File: config.mk
export PLATFORM = sky130hd
export DESIGN_NAME = jtag_tap_target_flat
export DESIGN_NICKNAME = d
export VERILOG_FILES = /design/src/rtl/jtag_tap_target_if.sv /design/src/rtl/jtag_tap_target.sv /design/src/flat_wrapper.sv
export SDC_FILE = /design/constraint.sdc
export NUM_CORES = 1
export LEC_CHECK = 0
export ABC_CLOCK_PERIOD_IN_PS = 5100
export CORE_ASPECT_RATIO = 0.7
export CORE_MARGIN = 8
export CORE_UTILIZATION = 43
export DETAILED_ROUTE_END_ITERATION = 16
export PLACE_DENSITY = 0.69
export REMOVE_ABC_BUFFERS = 1
export SYNTH_ARGS = -nofsm -noshare
export SYNTH_HDL_FRONTEND = slang
export SYNTH_SLANG_ARGS = --single-unit
File: constraint.sdc
create_clock -name clk -period 5.1 [get_ports clk]
set_input_delay 1.02 -clock clk [delete_from_list [all_inputs] [get_ports clk]]
set_output_delay 1.02 -clock clk [all_outputs]
set_load 0.005 [all_outputs]
File: src/rtl/jtag_tap_target_if.sv
// JTAG pin bundle plus the USER data-register side-band.
// The player side drives master and the TAP responder uses slave.
interface jtag_tap_target_if #(
  parameter int IR_WIDTH = 4,
  parameter int DR_WIDTH = 32
);
  logic                tck;
  logic                tms;
  logic                tdi;
  logic                tdo;
  logic                tdo_oe;
  logic [3:0]          tap_state;
  logic [IR_WIDTH-1:0] ir_value;
  logic [DR_WIDTH-1:0] user_dr_in;
  logic [DR_WIDTH-1:0] user_dr_out;
  logic                update_dr;

  modport master (
    output tck, tms, tdi, user_dr_in,
    input  tdo, tdo_oe, tap_state, ir_value, user_dr_out, update_dr
  );

  modport slave (
    input  tck, tms, tdi, user_dr_in,
    output tdo, tdo_oe, tap_state, ir_value, user_dr_out, update_dr
  );
endinterface

File: src/rtl/jtag_tap_target.sv
// IEEE 1149.1 TAP responder, oversampled in the clk domain.
// Implements IR, IDCODE, BYPASS and one USER data register.
module jtag_tap_target #(
  parameter int                     IR_WIDTH     = 4,
  parameter int                     DR_WIDTH     = 32,
  parameter logic [31:0]            IDCODE_VALUE = 32'h1234_50DD,
  parameter logic [IR_WIDTH-1:0]    INSTR_IDCODE = IR_WIDTH'(4'b0001),
  parameter logic [IR_WIDTH-1:0]    INSTR_USER   = IR_WIDTH'(4'b1000)
) (
  input  logic               clk,
  input  logic               reset,
  jtag_tap_target_if.slave   bus
);

  localparam int SR_WIDTH = (DR_WIDTH > 32) ? DR_WIDTH : 32;

  typedef enum logic [3:0] {
    TLR      = 4'hF, RTI     = 4'hC,
    SEL_DR   = 4'h7, CAP_DR  = 4'h6, SH_DR   = 4'h2, EX1_DR  = 4'h1,
    PAUSE_DR = 4'h3, EX2_DR  = 4'h0, UPD_DR  = 4'h5,
    SEL_IR   = 4'h4, CAP_IR  = 4'hE, SH_IR   = 4'hA, EX1_IR  = 4'h9,
    PAUSE_IR = 4'hB, EX2_IR  = 4'h8, UPD_IR  = 4'hD
  } tap_state_t;

  typedef enum logic [1:0] {SEL_BYPASS, SEL_IDCODE, SEL_USER} dr_sel_t;

  logic [2:0]          tck_sync;
  logic [1:0]          tms_sync;
  logic [1:0]          tdi_sync;
  logic                tck_rise, tck_fall, tms_s, tdi_s;

  tap_state_t          state, state_next;
  logic [IR_WIDTH-1:0] ir_sr, ir_reg;
  logic [SR_WIDTH-1:0] dr_sr, dr_capture, dr_shifted;
  logic [DR_WIDTH-1:0] user_reg;
  logic                upd_pulse, tdo_bit, tdo_en;
  dr_sel_t             dr_sel;

  function automatic tap_state_t next_state(input tap_state_t s, input logic m);
    case (s)
      TLR:      return m ? TLR      : RTI;
      RTI:      return m ? SEL_DR   : RTI;
      SEL_DR:   return m ? SEL_IR   : CAP_DR;
      CAP_DR:   return m ? EX1_DR   : SH_DR;
      SH_DR:    return m ? EX1_DR   : SH_DR;
      EX1_DR:   return m ? UPD_DR   : PAUSE_DR;
      PAUSE_DR: return m ? EX2_DR   : PAUSE_DR;
      EX2_DR:   return m ? UPD_DR   : SH_DR;
      UPD_DR:   return m ? SEL_DR   : RTI;
      SEL_IR:   return m ? TLR      : CAP_IR;
      CAP_IR:   return m ? EX1_IR   : SH_IR;
      SH_IR:    return m ? EX1_IR   : SH_IR;
      EX1_IR:   return m ? UPD_IR   : PAUSE_IR;
      PAUSE_IR: return m ? EX2_IR   : PAUSE_IR;
      EX2_IR:   return m ? UPD_IR   : SH_IR;
      UPD_IR:   return m ? SEL_DR   : RTI;
      default:  return TLR;
    endcase
  endfunction

  // Third tck stage exists only for edge detection; tms/tdi use stage two.
  always_ff @(posedge clk or posedge reset) begin
    if (reset) begin
      tck_sync <= '0;
      tms_sync <= '0;
      tdi_sync <= '0;
    end else begin
      tck_sync <= {tck_sync[1:0], bus.tck};
      tms_sync <= {tms_sync[0], bus.tms};
      tdi_sync <= {tdi_sync[0], bus.tdi};
    end
  end

  assign tck_rise   = tck_sync[1] & ~tck_sync[2];
  assign tck_fall   = ~tck_sync[1] & tck_sync[2];
  assign tms_s      = tms_sync[1];
  assign tdi_s      = tdi_sync[1];
  assign state_next = next_state(state, tms_s);

  always_comb begin
    if (ir_reg == INSTR_IDCODE)    dr_sel = SEL_IDCODE;
    else if (ir_reg == INSTR_USER) dr_sel = SEL_USER;
    else                           dr_sel = SEL_BYPASS;
  end

  // The shared shift register enters tdi at the selected register's MSB.
  always_comb begin
    dr_capture = '0;
    dr_shifted = dr_sr >> 1;
    case (dr_sel)
      SEL_IDCODE: begin
        dr_capture     = SR_WIDTH'(IDCODE_VALUE);
        dr_shifted[31] = tdi_s;
      end
      SEL_USER: begin
        dr_capture             = SR_WIDTH'(bus.user_dr_in);
        dr_shifted[DR_WIDTH-1] = tdi_s;
      end
      default: dr_shifted[0] = tdi_s;
    endcase
  end

  always_ff @(posedge clk or posedge reset) begin
    if (reset) begin
      state     <= TLR;
      ir_reg    <= INSTR_IDCODE;
      ir_sr     <= '0;
      dr_sr     <= '0;
      user_reg  <= '0;
      upd_pulse <= 1'b0;
      tdo_bit   <= 1'b0;
      tdo_en    <= 1'b0;
    end else begin
      // NOTE: default-low here makes update_dr a single-clk pulse.
      upd_pulse <= 1'b0;
      if (tck_rise) begin
        case (state)
          CAP_IR: ir_sr  <= IR_WIDTH'(1);
          SH_IR:  ir_sr  <= {tdi_s, ir_sr[IR_WIDTH-1:1]};
          UPD_IR: ir_reg <= ir_sr;
          CAP_DR: dr_sr  <= dr_capture;
          SH_DR:  dr_sr  <= dr_shifted;
          UPD_DR: begin
            if (dr_sel == SEL_USER) begin
              user_reg  <= dr_sr[DR_WIDTH-1:0];
              upd_pulse <= 1'b1;
            end
          end
          default: ;
        endcase
        state <= state_next;
        if (state_next == TLR) ir_reg <= INSTR_IDCODE;
      end else if (tck_fall) begin
        tdo_en <= (state == SH_IR) || (state == SH_DR);
        case (state)
          SH_IR:   tdo_bit <= ir_sr[0];
          SH_DR:   tdo_bit <= dr_sr[0];
          default: tdo_bit <= 1'b0;
        endcase
      end
    end
  end

  assign bus.tap_state   = state;
  assign bus.ir_value    = ir_reg;
  assign bus.user_dr_out = user_reg;
  assign bus.update_dr   = upd_pulse;
  assign bus.tdo         = tdo_bit;
  assign bus.tdo_oe      = tdo_en;

endmodule

File: src/flat_wrapper.sv
// flat-port wrapper written by rule: the top's interface ports become plain ports
module jtag_tap_target_flat 
#(
  parameter int                     IR_WIDTH     = 4,
  parameter int                     DR_WIDTH     = 32,
  parameter logic [31:0]            IDCODE_VALUE = 32'h1234_50DD,
  parameter logic [IR_WIDTH-1:0]    INSTR_IDCODE = IR_WIDTH'(4'b0001),
  parameter logic [IR_WIDTH-1:0]    INSTR_USER   = IR_WIDTH'(4'b1000)
)
  (clk, reset, bus_tck, bus_tms, bus_tdi, bus_user_dr_in, bus_tdo, bus_tdo_oe, bus_tap_state, bus_ir_value, bus_user_dr_out, bus_update_dr);
  jtag_tap_target_if #(.IR_WIDTH(IR_WIDTH), .DR_WIDTH(DR_WIDTH)) bus_i ();
  input  logic clk;
  input  logic reset;
  input wire logic [$bits(bus_i.tck)-1:0] bus_tck;
  input wire logic [$bits(bus_i.tms)-1:0] bus_tms;
  input wire logic [$bits(bus_i.tdi)-1:0] bus_tdi;
  input wire logic [$bits(bus_i.user_dr_in)-1:0] bus_user_dr_in;
  output wire logic [$bits(bus_i.tdo)-1:0] bus_tdo;
  output wire logic [$bits(bus_i.tdo_oe)-1:0] bus_tdo_oe;
  output wire logic [$bits(bus_i.tap_state)-1:0] bus_tap_state;
  output wire logic [$bits(bus_i.ir_value)-1:0] bus_ir_value;
  output wire logic [$bits(bus_i.user_dr_out)-1:0] bus_user_dr_out;
  output wire logic [$bits(bus_i.update_dr)-1:0] bus_update_dr;
  assign bus_i.tck = bus_tck;
  assign bus_i.tms = bus_tms;
  assign bus_i.tdi = bus_tdi;
  assign bus_i.user_dr_in = bus_user_dr_in;
  assign bus_tdo = bus_i.tdo;
  assign bus_tdo_oe = bus_i.tdo_oe;
  assign bus_tap_state = bus_i.tap_state;
  assign bus_ir_value = bus_i.ir_value;
  assign bus_user_dr_out = bus_i.user_dr_out;
  assign bus_update_dr = bus_i.update_dr;
  jtag_tap_target #(.IR_WIDTH(IR_WIDTH), .DR_WIDTH(DR_WIDTH), .IDCODE_VALUE(IDCODE_VALUE), .INSTR_IDCODE(INSTR_IDCODE), .INSTR_USER(INSTR_USER)) u_core (.clk(clk), .reset(reset), .bus(bus_i));
endmodule
==> impl_metrics.json <==
{
  "outcome": "finished clean",
  "cts_setup_buffers": 0,
  "arrival_ns": 2.96,
  "dp.final_hpwl_mm": 6.20,
  "grt_pass1_vias": 2728,
  "clkSinkCount": 86,
  "cp_max_fo": 17,
  "syn_area_mm2": 0.00371,
  "fillers": 713,
  "hold_start": "u_core.tck_sync[0]",
  "drc": 0,
  "ant_nets": 0,
  "overflow": 0,
  "fp.dieW_um": 127,
  "grt_max_degree": 50,
  "critPathBufInv": 1,
  "async_flop_share": 1.00,
  "grtUsageTotal": 0.156,
  "final_nets": 428,
  "period_needed_ns": 2.75,
  "relSlewSlack": 0.306,
  "reg2reg_from": "u_core.bus.tap_state[2]",
  "placed_cells": 485,
  "ctsResizeCount": 0,
  "rsz0062_at_grt": "false",
  "cp-start-kind": "flip-flop",
  "dieHeight_um": 93.7,
  "regToRegSetupSlack_ns": 2.35,
  "cts.htree.levels": 3,
  "clock_latency_ns": 0.33,
  "io_pins": 80,
  "via_per_inst": 5.31,
  "root_buffer": "clkbuf_16",
  "slowest_stage": "nand4b_1",
  "hold_class": "flip-flop to flip-flop",
  "antenna_found_initial": 0,
  "worstSetupPathType": "flip-flop to flip-flop",
  "rows": 28,
  "drive_gt1_frac": 0.194,
  "routed-via-count": 2659,
  "cp_data_required_time_ns": 5.31,
  "synth-seq-cells": 86,
  "cts_buffers": 9,
  "hold_viol_final": 0,
  "area_delta_synth_final_pct": 31.6,
  "synth_top_area_share": 0.546,
  "ctsHoldBuffers": 0,
  "setup_viol": 0,
  "gp_congestion": 0.798,
  "synth.top_cells.by_area": "dfrtp_1 (55%), mux2_2 (9.7%), a221oi_2 (4.0%)",
  "finalWirelength_mm": 9.06,
  "port_buffers": 79,
  "yosysTopAreaCell": "dfrtp_1",
  "finalCritPeriodShare": 0.540,
  "crit_cells": 5,
  "dieArea_mm2": 0.0119,
  "cts_tree": "yes",
  "path_cells": "nand3b_1, nor2_1, nand4b_1, buf_4, mux2_2",
  "drt_iter0_drc": 147,
  "p_per_area_mw_per_mm2": 448,
  "fin_skew_ns": 0.00809,
  "synthFlopType": "dfrtp_1",
  "gr-max-usage-layer": "met2",
  "syn_inst": 317,
  "initial_core_util": 0.442,
  "synth.avg_cell_area_um2": 11.7,
  "yosysWarningCount": 0,
  "synth.distinct_cells": 44,
  "worst_ir_drop_vdd_uv": 204,
  "ys_seq_area_frac": 0.581,
  "wl_per_cell_um": 18.1,
  "use_met3": 0.0471,
  "grt_util_met2": 0.231,
  "max_cap_violations": 0,
  "first_pass_iters": 4,
  "worst_path_largest_cell_delay_ns": 0.73,
  "reg2reg_to": "u_core.bus.user_dr_out[16]",
  "use_met1": 0.217,
  "whs_path_depth": 0,
  "num_antenna_cells": 0,
  "hold_end": "u_core.tck_sync[1]",
  "clk_path_buf_depth": 2,
  "cp-end-kind": "flip-flop",
  "clkTransAtPathRegs_ns": 0.06,
  "layout.cells.non_filler": 501,
  "maxClockFrequency_mhz": 363,
  "core_area_mm2": 0.00841,
  "grt_pass1_wl_mm": 14.8,
  "final.setup.tns_ns": 0,
  "fin_area_mm2": 0.00489,
  "r2r_cells": 5,
  "synth_edf_count": 0,
  "cpLargestDelayFamily": "simple AND/OR/NAND/NOR gates",
  "dpl_cell_area_mm2": 0.00459,
  "drv_slew": 0,
  "tightest_slew_ns": 1.04,
  "leakage_uw": 0.00217,
  "whs_ns": 0.345,
  "fin_util": 0.581
}
==> cell usage after synthesis (all sizes together), types with 2 or more instances <==
cell,number
o21ai,24
mux2,32
nand2,36
nand4b,2
o31ai,3
nor2,40
o2bb2ai,12
a21oi,5
nor3,2
buf,10
dfstp,5
clkbuf,11
o21ba,2
a22o,3
nor4b,3
a221oi,18
inv,4
dfrtp,81
nand2b,5
==> where the power goes <==
part | switching, µW | internal, µW
Clock | 256 | 393
Combinational | 222 | 259
Sequential | 196 | 865
Total | 674 | 1520
==> layout by cell type, fill, tap and decap left out, types with 2 or more instances in the layout <==
master / instances
a21oi_1: 5
a221oi_1: 8
a221oi_2: 10
a22o_1: 3
buf_4: 5
clkbuf_16: 9
clkdlybuf4s50_1: 79
clkinv_2: 2
clkinvlp_4: 2
dfrtp_1: 81
dfstp_2: 5
inv_1: 3
mux2_2: 32
nand2_1: 36
nand2b_1: 5
nand4b_1: 2
nor2_1: 40
o21ai_0: 23
o21ba_2: 2
o2bb2ai_1: 12
o31ai_1: 3
==> per-stage QoR <==
stage	setup WS, ns	power [µW]
final	2.35	2190
after global routing	2.13	2320
after CTS	2.34	2210
after detailed placement	2.31	1550
after global placement	2.41	1540
after floorplan	0.894	1340
==> state kept, by name (all words and copies together) (netlist names) <==
name,flops
u_core.dr_sr,32
u_core.bus.tap_state,4
u_core.bus.tdo,1
u_core.bus.ir_value,4
u_core.tms_sync,2
u_core.tdi_sync,2
u_core.bus.update_dr,1
u_core.ir_sr,4
u_core.tck_sync,3
u_core.bus.user_dr_out,32
u_core.bus.tdo_oe,1
==> worst max-delay path by stage <==
stage | startpoint | end
2_1_floorplan | u_core.bus.tap_state[1] | u_core.dr_sr[12]
5_1_grt | u_core.bus.tap_state[2] | u_core.bus.user_dr_out[16]
3_3_place_gp | u_core.bus.tap_state[2] | u_core.bus.user_dr_out[24]
6_report | u_core.bus.tap_state[2] | u_core.bus.user_dr_out[16]
4_1_cts | u_core.bus.tap_state[2] | u_core.bus.user_dr_out[16]
3_5_place_dp | u_core.bus.tap_state[2] | u_core.bus.user_dr_out[16]
==> layer usage <==
metal / vias up / share of wire
met4: 0 / 0.0068
met3: 5 / 0.058
met5: - / 0
li1: 1287 / -
met1: 1303 / 0.49
met2: 64 / 0.44
==> cell families after synthesis <==
logic type,synth area share
compound gates,0.161
xor+xnor,0.00236
buf+inv,0.0297
flops,0.581
mux,0.0998
simple gates,0.125
==> area by class of cell <==
| class | instances | area, µm² | area share |
|---|---|---|---|
| clock buffers | 11 | 243 | 0.0497 |
| clock inverters | 5 | 58.8 | 0.0120 |
| inverters | 4 | 16.3 | 0.00333 |
| multi-input cells | 206 | 1450 | 0.297 |
| flip-flops and latches | 86 | 2160 | 0.442 |
| well taps | 105 | 131 | 0.0269 |
| repair buffers | 84 | 828 | 0.169 |
No activity file was read; power rests on OpenSTA's default activity.
==> RTL edit 1: new RTL, config.mk and constraints unchanged <==
`DR_WIDTH` is set to 32 in 3 places; all go to 48.
--- a/src/rtl/jtag_tap_target_if.sv
+++ b/src/rtl/jtag_tap_target_if.sv
@@ -2,7 +2,7 @@
 // The player side drives master and the TAP responder uses slave.
 interface jtag_tap_target_if #(
   parameter int IR_WIDTH = 4,
-  parameter int DR_WIDTH = 32
+  parameter int DR_WIDTH = 48
 );
   logic                tck;
   logic                tms;
--- a/src/rtl/jtag_tap_target.sv
+++ b/src/rtl/jtag_tap_target.sv
@@ -2,7 +2,7 @@
 // Implements IR, IDCODE, BYPASS and one USER data register.
 module jtag_tap_target #(
   parameter int                     IR_WIDTH     = 4,
-  parameter int                     DR_WIDTH     = 32,
+  parameter int                     DR_WIDTH     = 48,
   parameter logic [31:0]            IDCODE_VALUE = 32'h1234_50DD,
   parameter logic [IR_WIDTH-1:0]    INSTR_IDCODE = IR_WIDTH'(4'b0001),
   parameter logic [IR_WIDTH-1:0]    INSTR_USER   = IR_WIDTH'(4'b1000)
--- a/src/flat_wrapper.sv
+++ b/src/flat_wrapper.sv
@@ -2,7 +2,7 @@
 module jtag_tap_target_flat 
 #(
   parameter int                     IR_WIDTH     = 4,
-  parameter int                     DR_WIDTH     = 32,
+  parameter int                     DR_WIDTH     = 48,
   parameter logic [31:0]            IDCODE_VALUE = 32'h1234_50DD,
   parameter logic [IR_WIDTH-1:0]    INSTR_IDCODE = IR_WIDTH'(4'b0001),
   parameter logic [IR_WIDTH-1:0]    INSTR_USER   = IR_WIDTH'(4'b1000)
Interface: changed (resized bus_user_dr_in and bus_user_dr_out); port bits go from 80 to 112. No check against the original RTL was run, so the function may have changed too.
==> RTL edit 1 against the original RTL <==
Utilization grew 1.0 points. Cell area increased by 39%. Wire length up 42%. Area after synthesis increased by 34%. Combinational power is 42% higher. Clock skew increased by 0.0017 ns. Via count increased by 40%. Setup slack better by 0.053 ns. Power grew 49%. Final cell count rose by 40%. Synthesized cell count up 34%. Non-clock buffer count increased by 34. Sequential share of layout area down 0.58 points. Sequential cell count rose by 32. Critical endpoint is now bus_tap_state[2].
==> RTL edit 1: results (changes against the original RTL) <==
metric,value,unit,change
grt_pass1_vias,3895,,+43%
fin_nets,584,,+36%
grt_pass1_wl,20800,microns,+41%
grt.total_usage,0.176,,+0.0206
drtIter0Drc,236,,+61%
max_slew_margin,0.286,,-0.0202
cp.arrival,1.68,ns,-1.28 ns
timing.hold.ws,0.345,ns,-0.000150 ns
clk_latency,0.40,ns,+0.07 ns
synthMuxAreaShare,0.125,,+0.0251
synth-xor-area-share,0.00176,,-0.000597
layout-drive-gt1-share,0.178,,-0.0161
grt_use_met2,0.254,,+0.0234
yosys-top-cells-area,"dfrtp_1 (57%), mux2_2 (9.1%), a221oi_1 (6.0%)",,
hp-start,u_core.tdi_sync[0]$_DFF_PP0_,,
fill_cells,954,,+34%
synthAdderAreaFrac,0,,unchanged
hpwl,8410,microns,+36%
crit_family,flip-flops,,
viasPerCell,5.29,,-0.25%
ys_types,36,,-18%
rr_endpoint,u_core.dr_sr[39]$_DFFE_PP0P_,,
met1_usage,0.241,,+0.0241
cts_made_buffers,17,,+8
place_congestion,0.828,,+3.7%
yosysSeqAreaShare,0.595,,+0.0139
grt_max_degree,79,,+58%
critical-path-slowest-cell,dfstp_2,,
drtPass1Iterations,5,,+1
met3_usage,0.0546,,+0.00756
reg2regPathDepth,4,,-1
cts_max_level,4,,+1
ir_drop,0.264,mV,+29%
leakagePower,0.00303,uW,+40%
synth_commonest_cells,"dfrtp_1 (113), nor2_1 (73), mux2_2 (40)",,
drt-total-wl,12900,microns,+42%
finClkSkew,0.00981,ns,+0.00172 ns
status,finished clean,,
max_stage_delay,0.71,ns,-0.02 ns
## RTL edit 1: power breakdown
| part | internal (uW) | switching [uW] |
|---|---|---|
| clock network | 751 | 397 |
| logic | 338 | 343 |
| registers | 1190 | 246 |
## RTL edit 1: final cells by class
type,instances,area share
Sequential cell,118,0.436
Multi-Input combinational cell,273,0.277
Timing Repair Buffer,118,0.171
Clock buffer,22,0.0698
Tap cell,157,0.0289
Clock inverter,10,0.0151
Inverter,3,0.00203
## RTL edit 1: how the worst max path moves through the flow
| stage | end | depth (start not counted) | slack, ns |
|---|---|---|---|
| after floorplan | u_core.dr_sr[31]$_DFFE_PP0P_ | 4 | -0.54 |
| after global placement | u_core.bus.user_dr_out[23]$_DFFE_PP0P_ | 3 | 2.73 |
| after detailed placement | u_core.bus.user_dr_out[12]$_DFFE_PP0P_ | 3 | 2.68 |
| after CTS | bus_tap_state[2] | 1 | 2.38 |
| after global routing | bus_tap_state[2] | 1 | 2.34 |
| final | bus_tap_state[2] | 1 | 2.40 |
## RTL edit 1: metrics by stage
| stage | area (sq um) | worst slack, ns | TNS (ns) | std cells |
|---|---|---|---|---|
| after global routing | 6790 | 2.34 | 0 | 701 |
| after floorplan | 4830 | -0.543 | -17.08 | 394 |
| after global placement | 6210 | 2.73 | 0 | 669 |
| final | 6790 | 2.40 | 0 | 701 |
| after CTS | 6790 | 2.38 | 0 | 701 |
| after detailed placement | 6210 | 2.68 | 0 | 669 |
## RTL edit 1: layer usage
metal | vias to the layer above | part of all wire
met2 | 119 | 0.45
met5 | - | 0
li1 | 1737 | -
met1 | 1849 | 0.47
met4 | 0 | 0.0084
met3 | 6 | 0.077
==> RTL edit 2: new RTL, same settings <==
Made on the original files. Make the reset (`reset`) synchronous in 2 clocked blocks.
--- a/src/rtl/jtag_tap_target.sv
+++ b/src/rtl/jtag_tap_target.sv
@@ -59,7 +59,7 @@
   endfunction
 
   // Third tck stage exists only for edge detection; tms/tdi use stage two.
-  always_ff @(posedge clk or posedge reset) begin
+  always_ff @(posedge clk) begin
     if (reset) begin
       tck_sync <= '0;
       tms_sync <= '0;
@@ -100,7 +100,7 @@
     endcase
   end
 
-  always_ff @(posedge clk or posedge reset) begin
+  always_ff @(posedge clk) begin
     if (reset) begin
       state     <= TLR;
       ir_reg    <= INSTR_IDCODE;
Behaviour: differs if reset is asserted again (counterexample within 4 cycles, from zero or initial values and one cycle with reset high); with reset held inactive, the same outputs for 10 cycles.
==> RTL edit 2 against the original RTL <==
Wire length is 6.3% higher. Cell area decreased by 5.6%. Sequential cell count is the same. Utilization is essentially flat. Area after synthesis is 4.3% lower. Non-clock buffer count unchanged. Setup slack worse by 0.0063 ns. Clock skew down 0.0021 ns. Highest routed layer unchanged.
Power is not compared: it rests on default switching activity, and its combinational part moved more than twofold at a synthesized area within 25%.
==> RTL edit 2: results (changes against the original RTL) <==
metric,value,unit,change
grt_pass1_vias,2988,,+9.5%
crit_fanout,18,,+1
max_slew_margin,0.226,,-0.0795
place_ws,2.33,ns,+0.0214 ns
dp.cells,563,,+16%
status,finished clean,,
grt_pass1_wl,15500,microns,+5.2%
place_area,0.00434,sq mm,-5.4%
min_to,u_core.tck_sync[1]$_SDFF_PP0_,,
viasPerCell,5.60,,+5.5%
yosysSeqAreaShare,0.485,,-0.0969
grt.total_usage,0.163,,+0.00735
place_congestion,0.770,,-3.6%
synth_compound_area_frac,0.238,,+0.0769
rr_endpoint,u_core.dr_sr[19]$_SDFFE_PP0P_,,
drtPass1Iterations,5,,+1
drt-total-wl,9630,microns,+6.3%
synthFlopType,dfxtp_1,,
hpwl,6310,microns,+1.9%
layout-drive-gt1-share,0.0837,,-0.111
hp-start,u_core.tck_sync[0]$_SDFF_PP0_,,
synthMuxAreaShare,0.00599,,-0.0938
synth_commonest_cells,"dfxtp_1 (86), nand2_1 (75), a21oi_1 (54)",,
wl_met1,4720,microns,+5.9%
drtIter0Drc,260,,+77%
fill_cells,704,,-1.3%
wl_met2,4070,microns,+1.5%
cp.arrival,2.93,ns,-0.03 ns
timing.hold.ws,0.440,ns,+0.0948 ns
netlist.area_leader.share,0.485,,-0.0615
r2r-start,u_core.bus.tap_state[1]$_SDFFE_PP1P_,,
worstSetupStartpoint,u_core.bus.tap_state[1]$_SDFFE_PP1P_,,
==> RTL edit 2: cell types whose count changed in the layout (fill, tap and decap cells not counted), moves of 12 or more <==
| cell | before | now |
|---|---|---|
| dfrtp_1 | 81 | 0 |
| nand2_1 | 36 | 75 |
| dfxtp_1 | 0 | 86 |
| mux2_2 | 32 | 1 |
| o21ai_0 | 23 | 9 |
| o2bb2ai_1 | 12 | 0 |
| nor3_1 | 1 | 20 |
| a21oi_1 | 5 | 54 |
| a211oi_1 | 0 | 14 |
==> RTL edit 2: cell families (layout without fill, tap and decap cells) <==
| group | count (synthesis) | in the layout |
|---|---|---|
| flops | 86 | 86 |
| mux | 2 | 2 |
| simple gates | 169 | 169 |
| compound gates | 120 | 120 |
| buf+inv | 39 | 101 |
==> RTL edit 2: worst max-delay path, cell delays in order (launching register included) <==
cell,delay (ns)
dfxtp_1,0.58
nor4b_4,0.95
and3b_1,0.59
a221oi_1,0.38
nor3_1,0.09
==> RTL edit 2: area by class of cell <==
cell class | count | area, sq um | area share
Clock buffer | 9 | 225 | 0.0488
Timing Repair Buffer | 84 | 823 | 0.179
Multi-Input combinational cell | 291 | 1660 | 0.360
Tap cell | 101 | 126 | 0.0274
Inverter | 1 | 3.75 | 0.000814
Sequential cell | 86 | 1720 | 0.373
Clock inverter | 7 | 50.0 | 0.0109
==> RTL edit 2: power by group <==
part	total (uW)	internal [uW]	switching (uW)	leakage, uW
combinational	62.9	36.3	26.6	0.000779
sequential	685	676	9.29	0.000694
clock	604	330	273	0.000128
==> RTL edit 2: layer usage <==
metal / vias to the layer above / track usage
li1: 1590 / -
met1: 1522 / 0.220
met2: 124 / 0.246
met3: 5 / 0.0546
met4: 0 / 0.0370
met5: - / 0
